## src/rtl/counter_monitor.sv

```systemverilog
// counter_monitor: cycle-accurate reference checker for a loadable up/down counter.
module counter_monitor #(
  parameter int BIT_WIDTH = 4,
  parameter int ERR_W = 8,
  parameter bit STOP_ON_ERR = 1'b0
) (
  input  logic                 CLK,
  input  logic                 reset,
  input  logic                 dut_reset,
  input  logic                 dut_chnge,
  input  logic [BIT_WIDTH-1:0] dut_load,
  input  logic [BIT_WIDTH-1:0] dut_count,
  output logic [BIT_WIDTH-1:0] exp_count,
  output logic                 synced,
  output logic                 mismatch,
  output logic                 err_sticky,
  output logic [ERR_W-1:0]     err_count,
  output logic [BIT_WIDTH-1:0] first_bad,
  output logic                 fail
);
  typedef enum logic [1:0] {UNSYNC, TRACK, FAIL} state_t;
  state_t state;
  logic [BIT_WIDTH-1:0] from_exp, from_obs;
  always_comb begin
    from_exp = dut_reset ? dut_load : dut_chnge ? exp_count - BIT_WIDTH'(1) : exp_count + BIT_WIDTH'(1);
    from_obs = dut_reset ? dut_load : dut_chnge ? dut_count - BIT_WIDTH'(1) : dut_count + BIT_WIDTH'(1);
  end
  assign synced = state == TRACK;
  assign fail = state == FAIL;
  always_ff @(posedge CLK) begin
    if (reset) begin
      state <= UNSYNC;
      exp_count <= '0;
      mismatch <= 1'b0;
      err_sticky <= 1'b0;
      err_count <= '0;
      first_bad <= '0;
    end else begin
      case (state)
        UNSYNC: begin
          mismatch <= 1'b0;
          if (dut_reset) begin
            exp_count <= dut_load;
            state <= TRACK;
          end
        end
        TRACK: begin
          if (dut_count == exp_count) begin
            exp_count <= from_exp;
            mismatch <= 1'b0;
          end else begin
            mismatch <= 1'b1;
            err_count <= &err_count ? err_count : err_count + ERR_W'(1);
            err_sticky <= 1'b1;
            if (!err_sticky) first_bad <= dut_count;
            // resync to the observed value so one glitch yields one error
            if (STOP_ON_ERR) state <= FAIL;
            else exp_count <= from_obs;
          end
        end
        default: mismatch <= 1'b0;
      endcase
    end
  end
endmodule

```

## config.mk

```make
export PLATFORM = sky130hd
export DESIGN_NAME = counter_monitor
export DESIGN_NICKNAME = d
export VERILOG_FILES = /design/src/rtl/counter_monitor.sv
export SDC_FILE = /design/constraint.sdc
export NUM_CORES = 1
export LEC_CHECK = 0
export BUFFER_PORTS_ARGS = -buffer_cell sky130_fd_sc_hd__buf_4
export CELL_PAD_IN_SITES_DETAIL_PLACEMENT = 2
export CELL_PAD_IN_SITES_GLOBAL_PLACEMENT = 2
export CORE_UTILIZATION = 33
export CTS_BUF_LIST = sky130_fd_sc_hd__clkbuf_8
export DETAILED_ROUTE_END_ITERATION = 16
export PLACE_DENSITY_LB_ADDON = 0.08
export SYNTH_ARGS = -nofsm -noshare
export SYNTH_HDL_FRONTEND = slang
export SYNTH_SLANG_ARGS = --single-unit
```

## constraint.sdc

```tcl
create_clock -name CLK -period 3.45 [get_ports CLK]
set_clock_uncertainty 0.1 [all_clocks]
set_input_delay 0.1725 -clock CLK [delete_from_list [all_inputs] [get_ports CLK]]
set_output_delay 0.1725 -clock CLK [all_outputs]
set_load 0.01 [all_outputs]
```

# == Yosys cells after proc, flatten, opt, wreduce, memory -nomap -nowiden ==
# Cells that the tools add are included.
# W data, S select, Z words.
# totals
regBits,19
out_inout_bits,20
# classes
n_mux,8
addsub,5
n_reduce_logical,9
bitwise,4
eq_ne,2
# op_table
operator,count
$mux W4,6
$add A4 B1 Y4 const B,2
$add A8 B1 Y8 const B,1
$pmux W4 S2,1
$reduce_and A8 Y1,1
$sub A4 B1 Y4 const B,2
$reduce_and A2 Y1,3
$reduce_and A3 Y1,2
$eq A4 B4 Y1,1
$not A1 Y1,4
$logic_not A2 Y1,1
$ne A2 B2 Y1 const B,1
$reduce_bool A2 Y1,1
$reduce_or A2 Y1,1
$mux W1,1

# == Longest topological paths before layout ==
# Gate-level depths: netlist of the first run.
# depth
word_depth,5
depth_mapped,7

# == Worst setup path before layout of the first run ==
# OpenSTA, ideal clock, no wires.
# synth_path
path_type,reg2reg
from,reg exp_count[0]
to,reg exp_count[2]
arrival_time_ns,1.520
period_less_slack_ns,1.691
stages_incl_launch_ff,7
path_buffers,0
path_slack_ns,1.759
setup_time_ns,0.070
cell_sequence,dfxtp_1 > inv_1 > fa_1 > xnor2_1 > mux2i_1 > a211o_1 > a21oi_1
# synth_between
elab_chain_len,5
elab_cells_between_ends,7
classes_between,add/sub: 2; eq/ne: 1; mux: 4
# synth_rtl
element,line_no,text
"start, declared",13,"output logic [BIT_WIDTH-1:0] exp_count,"
"start signal, assigned",43,exp_count <= dut_load;
"start signal, assigned",49,exp_count <= from_exp;
"start signal, assigned",58,else exp_count <= from_obs;
$add A4 B1 Y4 or $sub A4 B1 Y4 (tied branches),25,from_exp = dut_reset ? dut_load : dut_chnge ? exp_count - BIT_WIDTH'(1) : exp_count + BIT_WIDTH'(1);
$mux W4 (2 in series),25,
$mux W4 (*),48,if (dut_count == exp_count) begin
$pmux W4 S2 (*),39,case (state)
# Every way passes the cells marked *; elsewhere a longest branch is shown, timed or not.
# A chain may end at the register's enable or synchronous reset.

# == Final worst setup path of the first run ==
# Same ends and word-level chain as after synthesis.

==> results of run 1 <==
## worst paths after layout
check,startpoint,end,cells past startpoint
setup reg to reg,exp_count[0],exp_count[2],6
setup / recovery,exp_count[0],exp_count[2],6
hold reg to reg,first_bad[3],first_bad[3],2
hold / removal,dut_load[3],exp_count[3],3
## logic make-up after synthesis
family	after synthesis	synth area share (%)
AO/OA/AOI/OAI	28	16.2
flip-flops	19	34.8
other	1	0.343
XOR/XNOR	15	12.0
AND/OR/NAND/NOR	37	18.3
multiplexers	3	2.75
buffers and inverters	15	6.18
adder cells (fa/ha/maj)	7	9.38
## synth_stat cells
cell type,n
dfxtp_1,19
nor2_1,13
xnor2_1,13
a21oi_1,12
inv_1,9
nand2_1,9
o21ai_0,7
ha_1,5
clkbuf_1,4
mux2i_1,3
nand4_1,3
nor3_1,3
a21o_1,2
a31oi_1,2
fa_1,2
nor2_4,2
nor3b_2,2
or3_1,2
xor2_1,2
a211o_1,1
a211oi_1,1
a221oi_1,1
a41o_4,1
buf_4,1
buf_6,1
conb_1,1
nand3_1,1
nor4b_1,1
nor4bb_1,1
o2111ai_1,1
## sequential cells by signal (all words and copies together) (netlist names)
register    cells
state           1
err_count       8
first_bad       4
err_sticky      1
exp_count       4
mismatch        1
## stage by stage
stage                     power (mW)  area [um^2]  worst slack (ps)  hold WS, ps  std cells
after floorplan                0.325         1090              1760          208        125
after global placement         0.367         1340              1700          316        193
after detailed placement       0.371         1340              1690          333        193
after CTS                      0.531         1390              1690         62.0        197
after global routing           0.554         1390              1540         82.2        197
final                          0.520         1390              1700         66.5        197
## power groups by stage
stage	sequential (mW)	clock [mW]	combinational, mW
floorplan	0.252	0	0.0729
global placement	0.250	0	0.117
detailed placement	0.250	0	0.121
CTS	0.245	0.163	0.123
global route	0.247	0.175	0.133
finish	0.245	0.155	0.121
## area by class of cell
class	count	area share (%)
clock buffers	3	2.98
clock inverters	1	0.361
inverters	9	2.44
multi-input cells	91	46.6
flip-flops and latches	19	27.4
well taps	44	3.97
repair buffers	30	16.2
## per-layer routing
metal | global-route usage, % | up-vias
met2 | 30.3 | 23
met1 | 23.1 | 462
met3 | 5.46 | 4
met4 | 3.65 | 0
met5 | 0 | -
li1 | - | 481
## critical path, stage by stage, from the launching register on
cell,delay [ps]
dfxtp_1,420
inv_1,90
fa_1,410
xnor2_1,170
mux2i_1,90
a211o_1,290
a21oi_1,130
==> results.json, run 1 <==
{
  "drtPass1Iterations": 3,
  "area_growth_pct": 26.8,
  "ys_top_cells_by_area": "dfxtp_1 (35%), xnor2_1 (10%), ha_1 (5.7%)",
  "grt_usage_pct": 18.1,
  "ir_worst_vdd_mv": 0.278,
  "place_congestion": 0.785,
  "nets": 173,
  "met3WireLength_um": 124,
  "antenna_found_initial": 0,
  "clock_latency_ps": 250,
  "setup_viol": 0,
  "critPathKind": "register to register",
  "via_per_inst": 4.92,
  "end_kind": "register",
  "io_pins": 32,
  "syn_area_per_cell_um2": 8.75,
  "layout_commonest_cell": "buf_4",
  "ys_warn_count": 0,
  "ff2ff_setup_slack_ps": 1700,
  "path_max_fanout": 5,
  "rsz0062_at_grt": "false",
  "ant_nets": 0,
  "internal_power_mw": 0.370,
  "clock.fmax_mhz": 573,
  "cts_sinks": 19,
  "netlist_instances": 125,
  "drive_gt1_share_pct": 25.5,
  "wl_met1_um": 1380,
  "cp.required_ps": 3540,
  "cts_hold_buffers": 0,
  "final_util_pct": 44.7,
  "synth_top_area_share_pct": 34.8,
  "netlist_area_um2": 1090,
  "grt_overflow": 0,
  "drtIter0Drc": 38,
  "clkPwrFrac_pct": 29.7,
  "start_kind": "register",
  "clkTransAtPathRegs_ps": 70,
  "row_count": 20,
  "h-tree-depth": 1,
  "cts-root-buf": "clkbuf_8",
  "die-area_um2": 3550,
  "ys_types": 30,
  "p_leak_nw": 0.591,
  "wl_per_cell_um": 14.7,
  "fillers": 371,
  "fin_tns_setup_ps": 0,
  "drv_slew": 0,
  "min_period_ps": 1750,
  "clockBufferDepth": 2,
  "cts_tree": "yes",
  "power.switching_mw": 0.150,
  "grt_pass1_vias": 1022,
  "mostFrequentLayoutCells": "buf_4 (30), dfxtp_1 (19), xnor2_1 (13), nor2_1 (13), a21oi_1 (12)",
  "wl_met2_um": 1370,
  "cap_violations": 0,
  "seq_area_um2": 380,
  "p_sw_share_pct": 28.9,
  "n_antenna_cell": 0,
  "cellPowerDensity_nw_per_um2": 375,
  "hold_path.class": "input pin to register",
  "grt_pass1_wl_um": 4710,
  "numCtsBuffers": 3,
  "status": "complete, no violations",
  "ys_seq_area_share_pct": 34.8,
  "synth_fp_nets": 144,
  "wl_um": 2900,
  "hold_viol": 0,
  "die_h_um": 59.6,
  "portBuffers": 30,
  "finalCritPeriodShare_pct": 50.6,
  "yosys.area.top_type": "dfxtp_1",
  "multi_input_area_um2": 646,
  "start_util_pct": 35.2,
  "comb_power_share_pct": 23.2,
  "post_cts_resized": 0,
  "post_cts_buffers": 0,
  "arrival_ps": 1840,
  "via_count": 970,
  "grt_max_degree": 22,
  "coreArea_um2": 3100,
  "drcViolationCount": 0,
  "die_x_um": 59.6,
  "post-dp-hpwl_um": 2230,
  "ys_ff_latch": 19,
  "seqPwrFrac_pct": 47.1,
  "topRoutingLayerUsed": "met4"
}
(Power assumes the default switching activity.)
==> run 2: changes to the inputs <==
--- a/config.mk
+++ b/config.mk
@@ -8,7 +8,7 @@
 export BUFFER_PORTS_ARGS = -buffer_cell sky130_fd_sc_hd__buf_4
 export CELL_PAD_IN_SITES_DETAIL_PLACEMENT = 2
 export CELL_PAD_IN_SITES_GLOBAL_PLACEMENT = 2
-export CORE_UTILIZATION = 33
+export CORE_UTILIZATION = 30
 export CTS_BUF_LIST = sky130_fd_sc_hd__clkbuf_8
 export DETAILED_ROUTE_END_ITERATION = 16
 export PLACE_DENSITY_LB_ADDON = 0.08
==> constraint.sdc (replaced) <==
create_clock -name CLK -period 1.8 [get_ports CLK]
set_clock_uncertainty 0.1 [all_clocks]
set_input_delay 0.09 -clock CLK [delete_from_list [all_inputs] [get_ports CLK]]
set_output_delay 0.09 -clock CLK [all_outputs]
set_load 0.01 [all_outputs]
==> results.json, run 2 (same netlist as run 1, synthesis figures left out) <==
{
  "whs_ps": -4.42,
  "clock.fmax_mhz": 586,
  "setup_viol": 0,
  "drtPass1Iterations": 3,
  "wl_per_cell_um": 15.1,
  "wl_um": 3070,
  "comb_power_share_pct": 24.9,
  "worst_slack_ps": 93.5,
  "finalCritPeriodShare_pct": 94.8,
  "n_antenna_cell": 0,
  "mostFrequentLayoutCells": "buf_4 (32), dfxtp_1 (17), nor2_1 (12)",
  "via_per_inst": 4.88,
  "area_growth_pct": 34.7,
  "clock_latency_ps": 250,
  "die_x_um": 62.4,
  "die_h_um": 62.4,
  "cap_violations": 0,
  "via_count": 996,
  "ant_nets": 0,
  "post_cts_buffers": 0,
  "start_util_pct": 32.0,
  "largest_register": "err_count",
  "drtIter0Drc": 25,
  "seqPwrFrac_pct": 46.3,
  "cp.required_ps": 1900,
  "p_leak_nw": 0.632,
  "largest_register_ffs": 8,
  "status": "finished, violations left",
  "place_inst": 197,
  "drv_slew": 0,
  "place_congestion": 0.717,
  "row_count": 21,
  "final_cells": 204,
  "clkTransAtPathRegs_ps": 70,
  "cts_sinks": 19,
  "antenna_found_initial": 0,
  "arrival_ps": 1800,
  "end_kind": "register",
  "numCtsBuffers": 3,
  "grt_pass1_vias": 1116,
  "p_sw_share_pct": 29.1,
  "pre_cts_ws_ps": 38.8,
  "coreArea_um2": 3420,
  "h-tree-depth": 1,
  "top_regs": "err_count (8), exp_count (4), first_bad (4)",
  "start_kind": "register",
  "place_area_um2": 1360,
  "nets": 178,
  "portBuffers": 30,
  "grt_overflow": 0,
  "final_util_pct": 43.1,
  "critPathKind": "register to register",
  "cts_tree": "yes",
  "grt_usage_pct": 17.2,
  "hold_viol": 1,
  "post-dp-hpwl_um": 2320,
  "min_period_ps": 1710,
  "clkPwrFrac_pct": 28.8,
  "grt_pass1_wl_um": 5210,
  "power.switching_mw": 0.295,
  "drcViolationCount": 0,
  "cellPowerDensity_nw_per_um2": 689,
  "ir_worst_vdd_mv": 0.292,
  "hold_path.class": "input pin to register",
  "fin_area_um2": 1470,
  "grt_max_degree": 22,
  "cts-root-buf": "clkbuf_8",
  "internal_power_mw": 0.720,
  "die-area_um2": 3890,
  "layout_commonest_cell": "buf_4",
  "io_pins": 32,
  "drive_gt1_share_pct": 30.4,
  "path_max_fanout": 5,
  "clockBufferDepth": 2,
  "violations": "hold timing"
}
-- run 2: cell count changes in the layout (fill, tap and decap cells not counted), sizes merged --
cell         before  now
dlygate4sd3       0    3
inv               9   10
clkinv            1    0
buf              30   32
-- run 2: cell type report --
type | instances | area [um^2]
fill | 393 | 1940
clock inverter | 1 | 3.75
timing repair buffer | 35 | 270
inverter | 9 | 33.8
clock buffer | 3 | 41.3
multi-input combinational | 91 | 681
sequential | 19 | 385
tap | 46 | 57.6
-- run 2: final timing paths --
kind	end	startpoint	slack (ps)	depth (start not counted)
worst max-delay path	exp_count[2]	exp_count[1]	90	6
worst min-delay path	exp_count[3]	dut_load[3]	-4	3
worst min register to register	first_bad[0]	first_bad[0]	380	2
worst max register to register	exp_count[2]	exp_count[1]	90	6
-- run 2: power groups by stage --
stage / Combinational, mW / Clock, mW / Sequential, mW
floorplan: 0.140 / 0 / 0.482
global placement: 0.230 / 0 / 0.475
detailed placement: 0.243 / 0 / 0.478
CTS: 0.250 / 0.306 / 0.467
global route: 0.280 / 0.331 / 0.474
finish: 0.253 / 0.292 / 0.470
-- run 2: critical path, cell delays in order, from the launching register on --
cell and delay [ps]:
dfxtp_2 390, inv_1 80, fa_1 390, xnor2_1 160, mux2i_1 90, a211o_1 310
a21oi_2 120
-- run 2: what timing repair did --
| item | CTS | global route |
|---|---|---|
| hold buffers | 3 | 0 |
| gates resized for setup | 0 | 9 |
| hold endpoints to repair | 3 | 0 |
| setup endpoints to repair | 0 | 6 |
-- run 2: routing by layer --
metal / track usage (%) / share of wire [%] / vias to the layer above
met5: 0 / 0 / -
li1: - / - / 487
met4: 5.23 / 1.1 / 0
met1: 19.7 / 41 / 485
met2: 32.7 / 55 / 19
met3: 2.37 / 3.1 / 5
-- run 2: metrics by stage --
| stage | power (mW) | TNS [ps] | hold WS [ps] |
|---|---|---|---|
| 6_report | 1.01 | 0 | -4.42 |
| 5_1_grt | 1.08 | -35.5 | 18.6 |
| 4_1_cts | 1.02 | 0 | 4.61 |
| 3_5_place_dp | 0.720 | 0 | 252 |
| 3_3_place_gp | 0.705 | 0 | 229 |
| 2_1_floorplan | 0.622 | 0 | 126 |
